[src/rtl/ifetch_pkg.sv]
// ifetch_pkg: shared types and constants for the RV32I instruction-fetch stage.
//   state_e          : fetch FSM states (BOOT, RUN, HALT), 2-bit encoding
//   NOP_INSTR        : canonical RV32I NOP (addi x0,x0,0) held in IF/ID at reset
//   DEFAULT_RESET_PC : default program counter after reset
//   pc_plus4()       : 32-bit wrap-around sequential PC increment
package ifetch_pkg;

  typedef enum logic [1:0] {
    BOOT = 2'd0,
    RUN  = 2'd1,
    HALT = 2'd2
  } state_e;

  localparam logic [31:0] NOP_INSTR        = 32'h0000_0013;
  localparam logic [31:0] DEFAULT_RESET_PC = 32'h0000_0000;

  function automatic logic [31:0] pc_plus4(input logic [31:0] pc);
    return pc + 32'd4;
  endfunction

endpackage

[src/rtl/ifetch_if.sv]
// ifetch_if: bundles the instruction-memory, redirect and IF/ID handshake
// signals of the fetch stage.
//   imem_addr / imem_instr        : word fetch from combinational instruction memory
//   redirect_valid / redirect_pc  : taken branch/jump from execute
//   id_valid / id_ready           : IF/ID valid/ready handshake
//   id_instr / id_pc / id_pc_plus4: IF/ID payload
//   halted                        : stage is in HALT
//   misalign                      : sticky misaligned-redirect flag, present only
//                                   when IFETCH_MISALIGN_CHECK_EN is defined
// master = the fetch stage, slave = its environment (memory, execute, decode).
interface ifetch_if;
  logic [31:0] imem_addr;
  logic [31:0] imem_instr;
  logic        redirect_valid;
  logic [31:0] redirect_pc;
  logic        id_ready;
  logic        id_valid;
  logic [31:0] id_instr;
  logic [31:0] id_pc;
  logic [31:0] id_pc_plus4;
  logic        halted;
`ifdef IFETCH_MISALIGN_CHECK_EN
  logic        misalign;

  modport master (
    output imem_addr, input imem_instr,
    input  redirect_valid, input redirect_pc,
    input  id_ready, output id_valid, output id_instr, output id_pc, output id_pc_plus4,
    output halted, output misalign
  );

  modport slave (
    input  imem_addr, output imem_instr,
    output redirect_valid, output redirect_pc,
    output id_ready, input id_valid, input id_instr, input id_pc, input id_pc_plus4,
    input  halted, input misalign
  );
`else
  modport master (
    output imem_addr, input imem_instr,
    input  redirect_valid, input redirect_pc,
    input  id_ready, output id_valid, output id_instr, output id_pc, output id_pc_plus4,
    output halted
  );

  modport slave (
    input  imem_addr, output imem_instr,
    output redirect_valid, output redirect_pc,
    output id_ready, input id_valid, input id_instr, input id_pc, input id_pc_plus4,
    input  halted
  );
`endif
endinterface

[src/rtl/if_id_reg.sv]
// if_id_reg: IF/ID pipeline register with valid/ready semantics.
//   clk, reset      : clock, asynchronous active-low reset
//   load_i          : capture instr_i/pc_i and mark the entry valid
//   flush_i         : discard the held entry (wins over load and hold)
//   ready_i         : downstream accepts the entry this cycle
//   instr_i, pc_i   : word and its PC being captured
//   valid_o, instr_o, pc_o, pc_plus4_o : registered IF/ID entry
module if_id_reg
  import ifetch_pkg::*;
(
  input  logic        clk,
  input  logic        reset,
  input  logic        load_i,
  input  logic        flush_i,
  input  logic        ready_i,
  input  logic [31:0] instr_i,
  input  logic [31:0] pc_i,
  output logic        valid_o,
  output logic [31:0] instr_o,
  output logic [31:0] pc_o,
  output logic [31:0] pc_plus4_o
);

  logic        valid_q;
  logic [31:0] instr_q;
  logic [31:0] pc_q;
  logic [31:0] pc_plus4_q;

  always_ff @(posedge clk or negedge reset) begin
    if (!reset) begin
      valid_q    <= 1'b0;
      instr_q    <= NOP_INSTR;
      pc_q       <= 32'h0;
      pc_plus4_q <= 32'h0;
    end else begin
      // A consumed entry drops valid unless a new one replaces it in the same cycle.
      if (flush_i)      valid_q <= 1'b0;
      else if (load_i)  valid_q <= 1'b1;
      else if (ready_i) valid_q <= 1'b0;

      // Payload only moves on a real load so it stays stable while stalled.
      if (load_i && !flush_i) begin
        instr_q    <= instr_i;
        pc_q       <= pc_i;
        pc_plus4_q <= pc_plus4(pc_i);
      end
    end
  end

  assign valid_o    = valid_q;
  assign instr_o    = instr_q;
  assign pc_o       = pc_q;
  assign pc_plus4_o = pc_plus4_q;

endmodule

[src/rtl/ifetch_stage.sv]
// ifetch_stage: RV32I instruction-fetch stage. Owns the PC, addresses the
// combinational instruction memory and captures the returned word into the
// IF/ID register (if_id_reg) offered to decode over valid/ready.
//   clk    : system clock, rising edge
//   reset  : asynchronous active-low reset
//   bus    : ifetch_if.master (imem, redirect, IF/ID handshake, halted, misalign)
// Parameters:
//   RESET_PC   : PC loaded on reset
//   IMEM_WORDS : memory depth in words; fetches at or above IMEM_WORDS*4 halt
// Build option:
//   IFETCH_MISALIGN_CHECK_EN : when defined, a redirect to a non-word-aligned
//   target sets a sticky misalign flag and halts instead of loading the PC.
//   When undefined the low two target bits are cleared on load.
module ifetch_stage
  import ifetch_pkg::*;
#(
  parameter logic [31:0] RESET_PC   = DEFAULT_RESET_PC,
  parameter int          IMEM_WORDS = 64
) (
  input  logic     clk,
  input  logic     reset,
  ifetch_if.master bus
);

  state_e      state_q;
  logic [31:0] pc_q;
  logic [31:0] pc_d;
  logic        halted_q;
  logic        id_valid;
  logic        capture_en;
  logic        out_of_range;
  logic        stop;
  logic        load;
  logic        redirect_take;
  logic        redirect_bad;
  logic [31:0] redirect_target;

  assign redirect_take = bus.redirect_valid && (state_q != BOOT);
  assign capture_en    = (state_q == RUN) && (!id_valid || bus.id_ready);
  assign out_of_range  = {2'b00, pc_q[31:2]} >= 32'(IMEM_WORDS);
  assign stop          = capture_en && ((bus.imem_instr == 32'h0) || out_of_range);
  // Redirect has priority over any capture in the same cycle.
  assign load          = capture_en && !stop && !redirect_take;

`ifdef IFETCH_MISALIGN_CHECK_EN
  logic misalign_q;
  assign redirect_bad    = redirect_take && (bus.redirect_pc[1:0] != 2'b00);
  assign redirect_target = bus.redirect_pc;
  assign bus.misalign    = misalign_q;
`else
  assign redirect_bad    = 1'b0;
  assign redirect_target = bus.redirect_pc & ~32'h3;
`endif

  always_comb begin
    pc_d = pc_q;
    if (redirect_take) begin
      if (!redirect_bad) pc_d = redirect_target;
    end else if (load) begin
      pc_d = pc_plus4(pc_q);
    end
  end

  always_ff @(posedge clk or negedge reset) begin
    if (!reset) pc_q <= RESET_PC;
    else        pc_q <= pc_d;
  end

  always_ff @(posedge clk or negedge reset) begin
    if (!reset) begin
      state_q  <= BOOT;
      halted_q <= 1'b0;
`ifdef IFETCH_MISALIGN_CHECK_EN
      misalign_q <= 1'b0;
`endif
    end else if (redirect_take) begin
      if (redirect_bad) begin
        state_q  <= HALT;
        halted_q <= 1'b1;
`ifdef IFETCH_MISALIGN_CHECK_EN
        misalign_q <= 1'b1;
`endif
      end else begin
        state_q  <= RUN;
        halted_q <= 1'b0;
      end
    end else begin
      case (state_q)
        BOOT: state_q <= RUN;
        RUN: begin
          if (stop) begin
            state_q  <= HALT;
            halted_q <= 1'b1;
          end
        end
        HALT:    state_q <= HALT;
        default: state_q <= BOOT;
      endcase
    end
  end

  if_id_reg u_if_id_reg (
    .clk        (clk),
    .reset      (reset),
    .load_i     (load),
    .flush_i    (redirect_take),
    .ready_i    (bus.id_ready),
    .instr_i    (bus.imem_instr),
    .pc_i       (pc_q),
    .valid_o    (id_valid),
    .instr_o    (bus.id_instr),
    .pc_o       (bus.id_pc),
    .pc_plus4_o (bus.id_pc_plus4)
  );

  assign bus.id_valid  = id_valid;
  assign bus.imem_addr = pc_q;
  assign bus.halted    = halted_q;

endmodule

[src/flat_wrapper.sv]
// flat-port wrapper written by rule: the top's interface ports become plain ports
module ifetch_stage_flat import ifetch_pkg::*;
#(
  parameter logic [31:0] RESET_PC   = DEFAULT_RESET_PC,
  parameter int          IMEM_WORDS = 64
)
  (clk, reset, bus_imem_addr, bus_imem_instr, bus_redirect_valid, bus_redirect_pc, bus_id_ready, bus_id_valid, bus_id_instr, bus_id_pc, bus_id_pc_plus4, bus_halted);
  ifetch_if bus_i ();
  input  logic clk;
  input  logic reset;
  output wire logic [$bits(bus_i.imem_addr)-1:0] bus_imem_addr;
  input wire logic [$bits(bus_i.imem_instr)-1:0] bus_imem_instr;
  input wire logic [$bits(bus_i.redirect_valid)-1:0] bus_redirect_valid;
  input wire logic [$bits(bus_i.redirect_pc)-1:0] bus_redirect_pc;
  input wire logic [$bits(bus_i.id_ready)-1:0] bus_id_ready;
  output wire logic [$bits(bus_i.id_valid)-1:0] bus_id_valid;
  output wire logic [$bits(bus_i.id_instr)-1:0] bus_id_instr;
  output wire logic [$bits(bus_i.id_pc)-1:0] bus_id_pc;
  output wire logic [$bits(bus_i.id_pc_plus4)-1:0] bus_id_pc_plus4;
  output wire logic [$bits(bus_i.halted)-1:0] bus_halted;
  assign bus_imem_addr = bus_i.imem_addr;
  assign bus_i.imem_instr = bus_imem_instr;
  assign bus_i.redirect_valid = bus_redirect_valid;
  assign bus_i.redirect_pc = bus_redirect_pc;
  assign bus_i.id_ready = bus_id_ready;
  assign bus_id_valid = bus_i.id_valid;
  assign bus_id_instr = bus_i.id_instr;
  assign bus_id_pc = bus_i.id_pc;
  assign bus_id_pc_plus4 = bus_i.id_pc_plus4;
  assign bus_halted = bus_i.halted;
  ifetch_stage #(.RESET_PC(RESET_PC), .IMEM_WORDS(IMEM_WORDS)) u_core (.clk(clk), .reset(reset), .bus(bus_i));
endmodule
[config.mk]
export PLATFORM = sky130hd
export DESIGN_NAME = ifetch_stage_flat
export DESIGN_NICKNAME = d
export VERILOG_FILES = /design/src/rtl/ifetch_pkg.sv /design/src/rtl/ifetch_if.sv /design/src/rtl/if_id_reg.sv /design/src/rtl/ifetch_stage.sv /design/src/flat_wrapper.sv
export SDC_FILE = /design/constraint.sdc
export NUM_CORES = 1
export LEC_CHECK = 0
export ABC_CLOCK_PERIOD_IN_PS = 2500
export CORE_UTILIZATION = 44
export DETAILED_ROUTE_END_ITERATION = 6
export HOLD_SLACK_MARGIN = 0.08
export PLACE_DENSITY = 0.81
export SLEW_MARGIN = 20
export SYNTH_ARGS = -nofsm -noshare
export SYNTH_HDL_FRONTEND = slang
export SYNTH_SLANG_ARGS = --single-unit
export TNS_END_PERCENT = 20
[constraint.sdc]
create_clock -name clk -period 2.5 [get_ports clk]
set_input_delay 0.375 -clock clk [delete_from_list [all_inputs] [get_ports clk]]
set_output_delay 0.375 -clock clk [all_outputs]
set_load 0.02 [all_outputs]
==> results of run 1 <==
-- power by group --
group / internal [mW] / switching, mW / leakage, nW
clock network: 1.31 / 0.784 / 0.247
registers: 2.29 / 0.264 / 1.69
logic: 0.724 / 0.823 / 1.73
total: 4.32 / 1.87 / 3.66
-- flip-flops by register name (all words and copies together), names as in the netlist --
name	count
u_core.u_if_id_reg.pc_o	30
u_core.u_if_id_reg.pc_plus4_o	30
u_core.u_if_id_reg.valid_o	1
u_core.state_q	2
u_core.bus.imem_addr	30
u_core.bus.halted	1
u_core.u_if_id_reg.instr_o	32
-- area by class of cell --
type                       count  area share, %
tap                          140          2.291
inverter                       6         0.2946
sequential                   126          41.29
timing repair buffer         203          26.77
clock inverter                 3         0.1964
clock buffer                  29          6.415
multi-input combinational    247          22.75
-- routing by layer --
layer	part of all wire (%)	up-vias	global-route usage, %
li1	-	1721	-
met2	49	148	35.98
met5	0	-	0
met1	39	1784	24.41
met4	2.3	0	9.556
met3	9.3	20	9.145
-- worst paths after layout --
kind,to,slack [ns]
max,u_core.u_if_id_reg.pc_o[6],0.37
min,u_core.u_if_id_reg.pc_plus4_o[14],0.48
max reg2reg,u_core.u_if_id_reg.pc_o[8],0.42
min reg2reg,u_core.u_if_id_reg.pc_plus4_o[14],0.48
max in group asynchronous,u_core.bus.imem_addr[25],1.20
min in group asynchronous,u_core.u_if_id_reg.pc_plus4_o[9],0.53
-- per-stage QoR --
step                std cells  total power, mW  setup TNS (ns)
floorplan                 403            3.328               0
global placement          721            4.082        -0.01279
detailed placement        721            4.144          -1.198
CTS                       754            6.268               0
global route              754            6.523               0
finish                    754            6.196               0
-- logic make-up after synthesis --
group                      share of synthesized area [%]
xor gates and xnor gates                          0.8676
muxes                                              12.47
adders and majority gates                          1.239
buffers and inverters                              3.445
and+or+nand+nor                                    16.60
AOI/OAI and AO/OA                                  2.775
DFF                                                62.53
other                                            0.07428
-- layout by cell type (no fill, tap or decap), drive strengths merged, types with 3 or more instances in the layout --
master and n:
nor2 8, clkbuf 29, dfrtp 123, o21ai 7, nand2b 3, ha 5, clkinv 3, buf 14
clkdlybuf4s50 188, inv 6, nand3 5, or3 4, nand2 75, and2 47, conb 6, mux2 45
o211ai 4, xnor2 3, dfstp 3, nor4 14, a31oi 4
-- critical path, stage by stage --
cell and delay (ns):
clkdlybuf4s50_1 0.44, nor4_1 0.34, nand4_1 0.26, o211ai_2 0.24, nand2b_4 0.21, buf_12 0.19, mux2_2 0.35
==> results.sh, run 1 <==
export IMPL_diodes=0
export IMPL_hold_violations=0
export IMPL_setup_viol=0
export IMPL_post_place_ws_ns=-0.06241
export IMPL_worst_slack_ns=0.3683
export IMPL_synth_top_cell_area_share_pct=60.97
export IMPL_ys_seq_area_share_pct=62.53
export IMPL_setup_worst_path_start="bus_imem_instr[4]"
export IMPL_vdd_drop_max_mv=0.6274
export IMPL_synth_seq_cells=126
export IMPL_clock_latency_ns=0.41
export IMPL_rsz0062_at_grt="false"
export IMPL_cts_sinks=126
export IMPL_max_freq_mhz=469.1
export IMPL_drt_total_wl_um=12400
export IMPL_register_area_um2=3157
export IMPL_end_kind="flip-flop"
export IMPL_start_util_pct=45.77
export IMPL_cp_data_arrival_time_ns=2.42
export IMPL_synthFlopType="dfrtp_1"
export IMPL_syn_avg_cell_area_um2=12.68
export IMPL_grt_max_degree=58
export IMPL_tritoncts="built"
export IMPL_cts_buffers=17
export IMPL_ys_types=38
export IMPL_h_tree_depth=4
export IMPL_final_nets=674
export IMPL_ios=198
export IMPL_worstRegToRegCells=7
export IMPL_drv_slew=0
export IMPL_yosys_warnings=0
export IMPL_multi_input_area_um2=1739
export IMPL_max_slew_margin_pct=60.18
export IMPL_cap_violations=0
export IMPL_tightestPinTransition_ns=0.5972
export IMPL_ant_nets=0
export IMPL_hold_slack_ns=0.4806
export IMPL_overflow=0
export IMPL_fp_dieW_um=109.1
export IMPL_status="complete, no violations"
export IMPL_first_global_vias=3824
export IMPL_die_area_um2=11910
export IMPL_clockRootBuffer="clkbuf_16"
export IMPL_cts_setup_buffers=0
export IMPL_fin_worst_skew_ns=0.009560
export IMPL_cts_resized=0
export IMPL_ys_top_cells_by_area="dfrtp_1 61%, mux2_4 8.9%, and2_1 5.8%"
export IMPL_ys_async_sr_fraction_pct=100.0
export IMPL_n_fill_cell=803
export IMPL_clock_path_buffers=2
export IMPL_yosysMostFrequentCell="dfrtp_1"
export IMPL_antenna_found_initial=0
export IMPL_crit_type="in -> reg"
export IMPL_drt_iter0_markers=217
export IMPL_wl_per_cell_um=16.45
export IMPL_final_util_pct=69.32
export IMPL_route_detailed_drc=0
export IMPL_syn_cell_area_um2=5049
export IMPL_path_max_fanout=22
export IMPL_p_leak_nw=3.659
export IMPL_grt_pass1_wl_um=19040
export IMPL_hp_class="reg -> reg"
export IMPL_area_growth_pct=51.45
export IMPL_min_from="u_core.u_if_id_reg.pc_plus4_o[14]"
export IMPL_synth_top_cell_by_area="dfrtp_1"
export IMPL_yosys_top_cells_count="123 x dfrtp_1, 75 x nand2_1, 47 x and2_1"
export IMPL_placed_cell_area_um2=7131
export IMPL_powerDensity_nw_per_um2=810.3
export IMPL_hold_buffers=1
export IMPL_cts_clk_slew_worst_paths_ns=0.05
export IMPL_vias=3673
export IMPL_gp_congestion=0.7815
export IMPL_synth_enable_flop_cells=0
export IMPL_r2r_start="u_core.bus.imem_addr[26]"
export IMPL_numPortBuffers=189
export IMPL_min_period_ns=2.132
export IMPL_dp_hpwl_um=8957
export IMPL_cp_required_ns=2.79
export IMPL_die_h_um=109.1
export IMPL_drive_gt1_share_pct=14.66
export IMPL_viasPerCell=4.871
export IMPL_crit_path_start_kind="primary input"
export IMPL_rows=38
export IMPL_finish_instance_area_um2=7646
export IMPL_syn_inst=398
export IMPL_timing_final_crit_share_pct=85.27
export IMPL_track_usage_pct=21.74
export IMPL_dr_pass1_iters=4
export IMPL_core_um2=11030
export IMPL_hold_path_depth=1
No activity file was read; power rests on OpenSTA's default activity.
==> run 2, diff against run 1 <==
Settings changed: CORE_UTILIZATION 44 to 35, PLACE_DENSITY 0.81 to 0.67.
==> run 2 against run 1 <==
Final cell count grew 5.0%. Setup slack lost 0.0060 ns. First-iteration DRC count shrank 27%. Critical endpoint is now u_core.u_if_id_reg.instr_o[2]. Global-route usage shrank 5.2 points. Largest power group unchanged. Sequential power is essentially flat. Routed wire length shrank 4.3%.
==> results.sh, run 2 (same netlist as run 1, synthesis figures left out) <==
export IMPL_status="complete, no violations"
export IMPL_hold_path_depth=1
export IMPL_track_usage_pct=16.50
export IMPL_cp_data_arrival_time_ns=2.42
export IMPL_ff2ff_setup_slack_ns=0.45
export IMPL_crit_path_start_kind="primary input"
export IMPL_ios=198
export IMPL_worst_slack_ns=0.3623
export IMPL_tritoncts="built"
export IMPL_min_from="u_core.u_if_id_reg.pc_o[17]"
export IMPL_total_power_mw=6.433
export IMPL_cts_sinks=126
export IMPL_clockRootBuffer="clkbuf_16"
export IMPL_min_period_ns=2.138
export IMPL_max_freq_mhz=467.8
export IMPL_cap_violations=0
export IMPL_grt_busiest_layer="met2"
export IMPL_max_slew_margin_pct=63.27
export IMPL_worstHoldEndpoint="u_core.u_if_id_reg.pc_o[17]"
export IMPL_dr_pass1_iters=4
export IMPL_p_leak_nw=3.690
export IMPL_vias=3609
export IMPL_path_max_fanout=21
export IMPL_fp_dieW_um=122.1
export IMPL_start_util_pct=36.09
export IMPL_route_detailed_drc=0
export IMPL_viasPerCell=4.557
export IMPL_overflow=0
export IMPL_grt_pass1_wl_um=18430
export IMPL_first_global_vias=3679
export IMPL_drive_gt1_share_pct=15.85
export IMPL_numPortBuffers=189
export IMPL_wl_per_cell_um=14.98
export IMPL_multi_input_area_um2=1739
export IMPL_antenna_found_initial=0
export IMPL_die_area_um2=14910
export IMPL_use_met3_pct=7.584
export IMPL_fin_worst_skew_ns=0.007661
export IMPL_end_kind="flip-flop"
export IMPL_final_nets=676
export IMPL_largest_register_ff_count=32
export IMPL_final_util_pct=55.52
export IMPL_ant_nets=0
export IMPL_powerDensity_nw_per_um2=828.4
export IMPL_tightestPinTransition_ns=0.5510
export IMPL_drv_slew=0
export IMPL_r2r_start="u_core.bus.imem_addr[15]"
export IMPL_hold_violations=0
export IMPL_hp_class="reg -> reg"
export IMPL_cp_required_ns=2.78
export IMPL_clock_latency_ns=0.40
export IMPL_area_growth_pct=53.83
export IMPL_n_fill_cell=1164
export IMPL_post_place_ws_ns=-0.09394
export IMPL_worstRegToRegCells=7
export IMPL_register_area_um2=3157
export IMPL_layout_cells_most_common="clkdlybuf4s50_1"
export IMPL_core_um2=13990
export IMPL_h_tree_depth=4
export IMPL_grt_max_degree=83
export IMPL_drt_total_wl_um=11860
export IMPL_rsz0062_at_grt="false"
export IMPL_diodes=0
export IMPL_grt_util_met2_pct=24.93
export IMPL_met1_usage_pct=21.05
export IMPL_vdd_drop_max_mv=0.5102
export IMPL_dp_hpwl_um=8589
export IMPL_die_h_um=122.1
export IMPL_cts_buffers=17
export IMPL_setup_viol=0
export IMPL_cts_clk_slew_worst_paths_ns=0.05
export IMPL_crit_type="in -> reg"
export IMPL_rows=43
export IMPL_timing_final_crit_share_pct=85.51
export IMPL_clock_path_buffers=2
export IMPL_drt_iter0_markers=159
export IMPL_r2r_end="u_core.u_if_id_reg.pc_plus4_o[22]"
export IMPL_final_cell_mix="188 x clkdlybuf4s50_1, 123 x dfrtp_1, 75 x nand2_1, 47 x and2_1, 30 x mux2_4"
export IMPL_gp_congestion=0.7454
[run 2: cell types whose count changed in the layout (fill, tap and decap cells not counted)]
| cell | previous run | this run |
|---|---|---|
| clkinvlp_4 | 0 | 2 |
| clkbuf_8 | 2 | 3 |
| clkbuf_1 | 10 | 1 |
| buf_4 | 10 | 12 |
| bufinv_16 | 0 | 2 |
[run 2: layout make-up]
| class | instances | share of cell area (%) |
|---|---|---|
| clock buffers | 21 | 6.058 |
| clock inverters | 7 | 1.160 |
| inverters | 6 | 0.2900 |
| multi-input cells | 247 | 22.39 |
| flip-flops and latches | 126 | 40.65 |
| well taps | 180 | 2.900 |
| repair buffers | 205 | 26.55 |
[run 2: layer usage]
metal / share of wire [%] / wire (um) / vias to the layer above
li1: - / - / 1719
met1: 45 / 5339 / 1731
met2: 45 / 5348 / 151
met3: 8.9 / 1058 / 8
met4: 0.97 / 115 / 0
met5: 0 / 0 / -
[run 2: worst max-delay path by stage]
stage / from / end / slack [ns] / cells past startpoint
after floorplan: u_core.bus.imem_addr[11] / u_core.u_if_id_reg.instr_o[10] / 0.58 / 7
after global placement: bus_imem_instr[5] / u_core.u_if_id_reg.instr_o[3] / -0.05 / 7
after CTS: bus_imem_instr[5] / u_core.u_if_id_reg.instr_o[2] / 0.34 / 7
final: bus_imem_instr[5] / u_core.u_if_id_reg.instr_o[2] / 0.36 / 7
after detailed placement: bus_imem_instr[5] / u_core.u_if_id_reg.instr_o[3] / -0.09 / 7
after global routing: bus_imem_instr[17] / u_core.state_q[0] / 0.16 / 7
[run 2: report_power, final]
group	switching [mW]	total, mW	internal (mW)	leakage, nW
clock	0.810	2.33	1.52	0.273
sequential	0.264	2.55	2.29	1.69
combinational	0.820	1.56	0.736	1.73
total	1.89	6.43	4.54	3.69
[run 2: what timing repair did]
action | in CTS | in global routing
hold endpoints to repair | 80 | 0
hold buffers | 1 | 0
gates resized for setup | 0 | 0
buffers inserted | 0 | 0
[run 2: through the flow]
| stage | hold slack (ns) | instance area, um^2 | instances | TNS [ns] |
|---|---|---|---|---|
| 3_5_place_dp | 0.4486 | 7196 | 763 | -2.404 |
| 5_1_grt | 0.4967 | 7766 | 792 | 0 |
| 2_1_floorplan | 0.07941 | 5067 | 403 | 0 |
| 4_1_cts | 0.4799 | 7766 | 792 | 0 |
| 3_3_place_gp | 0.4397 | 7196 | 763 | -0.7849 |
| 6_report | 0.4807 | 7766 | 792 | 0 |
[run 2: critical path, cell delays in order]
cell and delay [ns]:
clkdlybuf4s50_1 0.44, nor4_1 0.35, nand4_1 0.25, o211ai_2 0.23
nand2b_4 0.21, buf_12 0.20, mux2_2 0.35
==> run 3, diff against run 2 <==
Settings changed: DONT_BUFFER_PORTS set to 1, PLACE_DENSITY 0.67 to not set, SYNTH_HIERARCHICAL set to 1.
==> run 3 against run 2 <==
Largest cell class unchanged. Synthesized cell count up 66%. Critical path depth up 2. The flow now finishes with violations (negative hold slack). Fmax down 8.6%. Highest routed layer unchanged. Critical endpoint is now u_core/u_if_id_reg/pc_plus4_o[26].
==> results.sh, run 3 <==
export IMPL_track_usage_pct=20.99
export IMPL_end_kind="flip-flop"
export IMPL_cap_violations=0
export IMPL_synthFlopType="dfrtp_1"
export IMPL_max_freq_mhz=427.5
export IMPL_synth_seq_cells=128
export IMPL_cts_sinks=128
export IMPL_first_global_vias=5130
export IMPL_fp_dieW_um=130.8
export IMPL_status="finished with violations"
export IMPL_place_inst=893
export IMPL_yosys_warnings=6
export IMPL_final_cell_mix="285 x nand2_1, 125 x dfrtp_1, 56 x dlygate4sd3_1, 46 x buf_4, 29 x o21ai_0"
export IMPL_critPathSlowestCell="a2111o_1"
export IMPL_hp_class="in -> async"
export IMPL_gp_congestion=0.8051
export IMPL_timing_final_crit_share_pct=93.56
export IMPL_syn_inst=661
export IMPL_viasPerCell=5.191
export IMPL_h_tree_depth=4
export IMPL_vdd_drop_max_mv=0.5500
export IMPL_rsz0062_at_grt="false"
export IMPL_drt_total_wl_um=17410
export IMPL_rows=46
export IMPL_ys_seq_area_share_pct=55.19
export IMPL_r2r_start="u_core/bus.imem_addr[25]"
export IMPL_synth_top_cell_by_area="dfrtp_1"
export IMPL_clock_latency_ns=0.42
export IMPL_cts_buffers=17
export IMPL_cp_num_buf_inv=2
export IMPL_yosys_top_cells_count="285 x nand2_1, 125 x dfrtp_1, 29 x o21ai_0"
export IMPL_post_place_ws_ns=0.06101
export IMPL_crit_path_max_incr_delay_ns=0.42
export IMPL_syn_cell_area_um2=5811
export IMPL_hold_violations=128
export IMPL_ys_types=46
export IMPL_min_period_ns=2.339
export IMPL_route_detailed_drc=0
export IMPL_path_delay_family="simple AND/OR/NAND/NOR gates"
export IMPL_finish_instance_area_um2=7513
export IMPL_synth_enable_flop_cells=0
export IMPL_ys_top_cells_by_area="dfrtp_1 54%, nand2_1 18%, o21ai_0 2.5%"
export IMPL_dp_hpwl_um=11830
export IMPL_vias=5092
export IMPL_grt_max_degree=129
export IMPL_fin_worst_skew_ns=0.01114
export IMPL_diodes=0
export IMPL_wl_per_cell_um=17.75
export IMPL_antenna_found_initial=0
export IMPL_placed_cell_area_um2=6339
export IMPL_hold_slack_ns=-0.3425
export IMPL_worstRegToRegCells=9
export IMPL_yosysMostFrequentCell="nand2_1"
export IMPL_fin_setup_tns_ns=0
export IMPL_start_util_pct=36.19
export IMPL_synth_top_cell_area_share_pct=53.83
export IMPL_failed_checks="negative hold slack"
export IMPL_max_slew_margin_pct=60.99
export IMPL_cts_clk_slew_worst_paths_ns=0.06
export IMPL_ios=198
export IMPL_grt_pass1_wl_um=26810
export IMPL_crit_type="reg -> reg"
export IMPL_clock_path_buffers=2
export IMPL_worst_slack_ns=0.1610
export IMPL_cp_data_arrival_time_ns=2.67
export IMPL_core_um2=16060
export IMPL_layout_cells_most_common="nand2_1"
export IMPL_ys_async_sr_fraction_pct=100.0
export IMPL_drt_iter0_markers=377
export IMPL_tritoncts="built"
export IMPL_syn_avg_cell_area_um2=8.791
export IMPL_ff2ff_setup_slack_ns=0.16
export IMPL_ant_nets=0
export IMPL_final_util_pct=46.79
export IMPL_numPortBuffers=0
export IMPL_clockRootBuffer="clkbuf_16"
export IMPL_setup_viol=0
export IMPL_final_nets=827
export IMPL_finalNonFillerCells=981
export IMPL_drv_slew=0
export IMPL_powerDensity_nw_per_um2=1001
export IMPL_area_growth_pct=29.31
export IMPL_overflow=0
export IMPL_path_max_fanout=16
export IMPL_drive_gt1_share_pct=12.42
export IMPL_hold_buffers=56
export IMPL_r2r_end="u_core/u_if_id_reg/pc_plus4_o[26]"
export IMPL_crit_path_start_kind="flip-flop"
export IMPL_p_leak_nw=3.584
export IMPL_tightestPinTransition_ns=0.5816
export IMPL_crit_chain="nor4_2, nand4_1, a2111o_1, nor2_1, nor2b_4, buf_12, buf_12, nor2_1, a31oi_1"
export IMPL_die_h_um=130.8
export IMPL_die_area_um2=17120
export IMPL_cp_required_ns=2.83
export IMPL_dr_pass1_iters=5
export IMPL_total_power_mw=7.521
-- run 3: layout make-up --
cell class	count	area, um^2
Clock buffer	21	460.4
Clock inverter	10	136.4
Fill cell	1497	8544
Inverter	16	60.06
Multi-Input combinational cell	484	2402
Sequential cell	128	3207
Tap cell	216	270.3
Timing Repair Buffer	106	977.2
-- run 3: worst max-delay path by stage --
stage	startpoint	endpoint	depth (start not counted)
floorplan	u_core/bus.imem_addr[11]	u_core/u_if_id_reg/pc_o[4]	10
global placement	u_core/bus.imem_addr[25]	u_core/u_if_id_reg/pc_o[27]	9
detailed placement	u_core/state_q[1]	u_core/u_if_id_reg/pc_o[28]	10
CTS	u_core/state_q[1]	u_core/u_if_id_reg/pc_o[28]	10
global route	u_core/bus.imem_addr[25]	u_core/u_if_id_reg/pc_plus4_o[27]	9
finish	u_core/bus.imem_addr[25]	u_core/u_if_id_reg/pc_plus4_o[26]	9
-- run 3: cells by family after synthesis --
| kind of cell | Yosys count | synth area share (%) |
|---|---|---|
| xor gates and xnor gates | 14 | 2.110 |
| muxes | 2 | 0.3445 |
| AOI/OAI and AO/OA | 71 | 7.601 |
| DFF | 128 | 55.19 |
| adders and majority gates | 6 | 1.292 |
| other | 1 | 0.06454 |
| buffers and inverters | 52 | 4.027 |
| and+or+nand+nor | 387 | 29.37 |
-- run 3: per-layer routing --
layer	up-vias	GRT usage [%]	part of all wire, %
met5	-	0	0
met4	0	10.55	2.7
met3	37	7.329	7.8
met2	192	34.48	50
met1	2488	24.31	40
li1	2375	-	-
-- run 3: power breakdown --
part / switching, mW / total [mW] / leakage, nW / internal [mW]
Clock: 0.906 / 2.52 / 0.297 / 1.61
Combinational: 1.53 / 2.35 / 1.60 / 0.823
Sequential: 0.285 / 2.66 / 1.69 / 2.37
-- run 3: what timing repair did --
action,4_1_cts,5_1_grt
buffers inserted,0,1
gates resized for setup,0,3
endpoints found under the hold margin,184,128
endpoints found under the setup margin,0,78
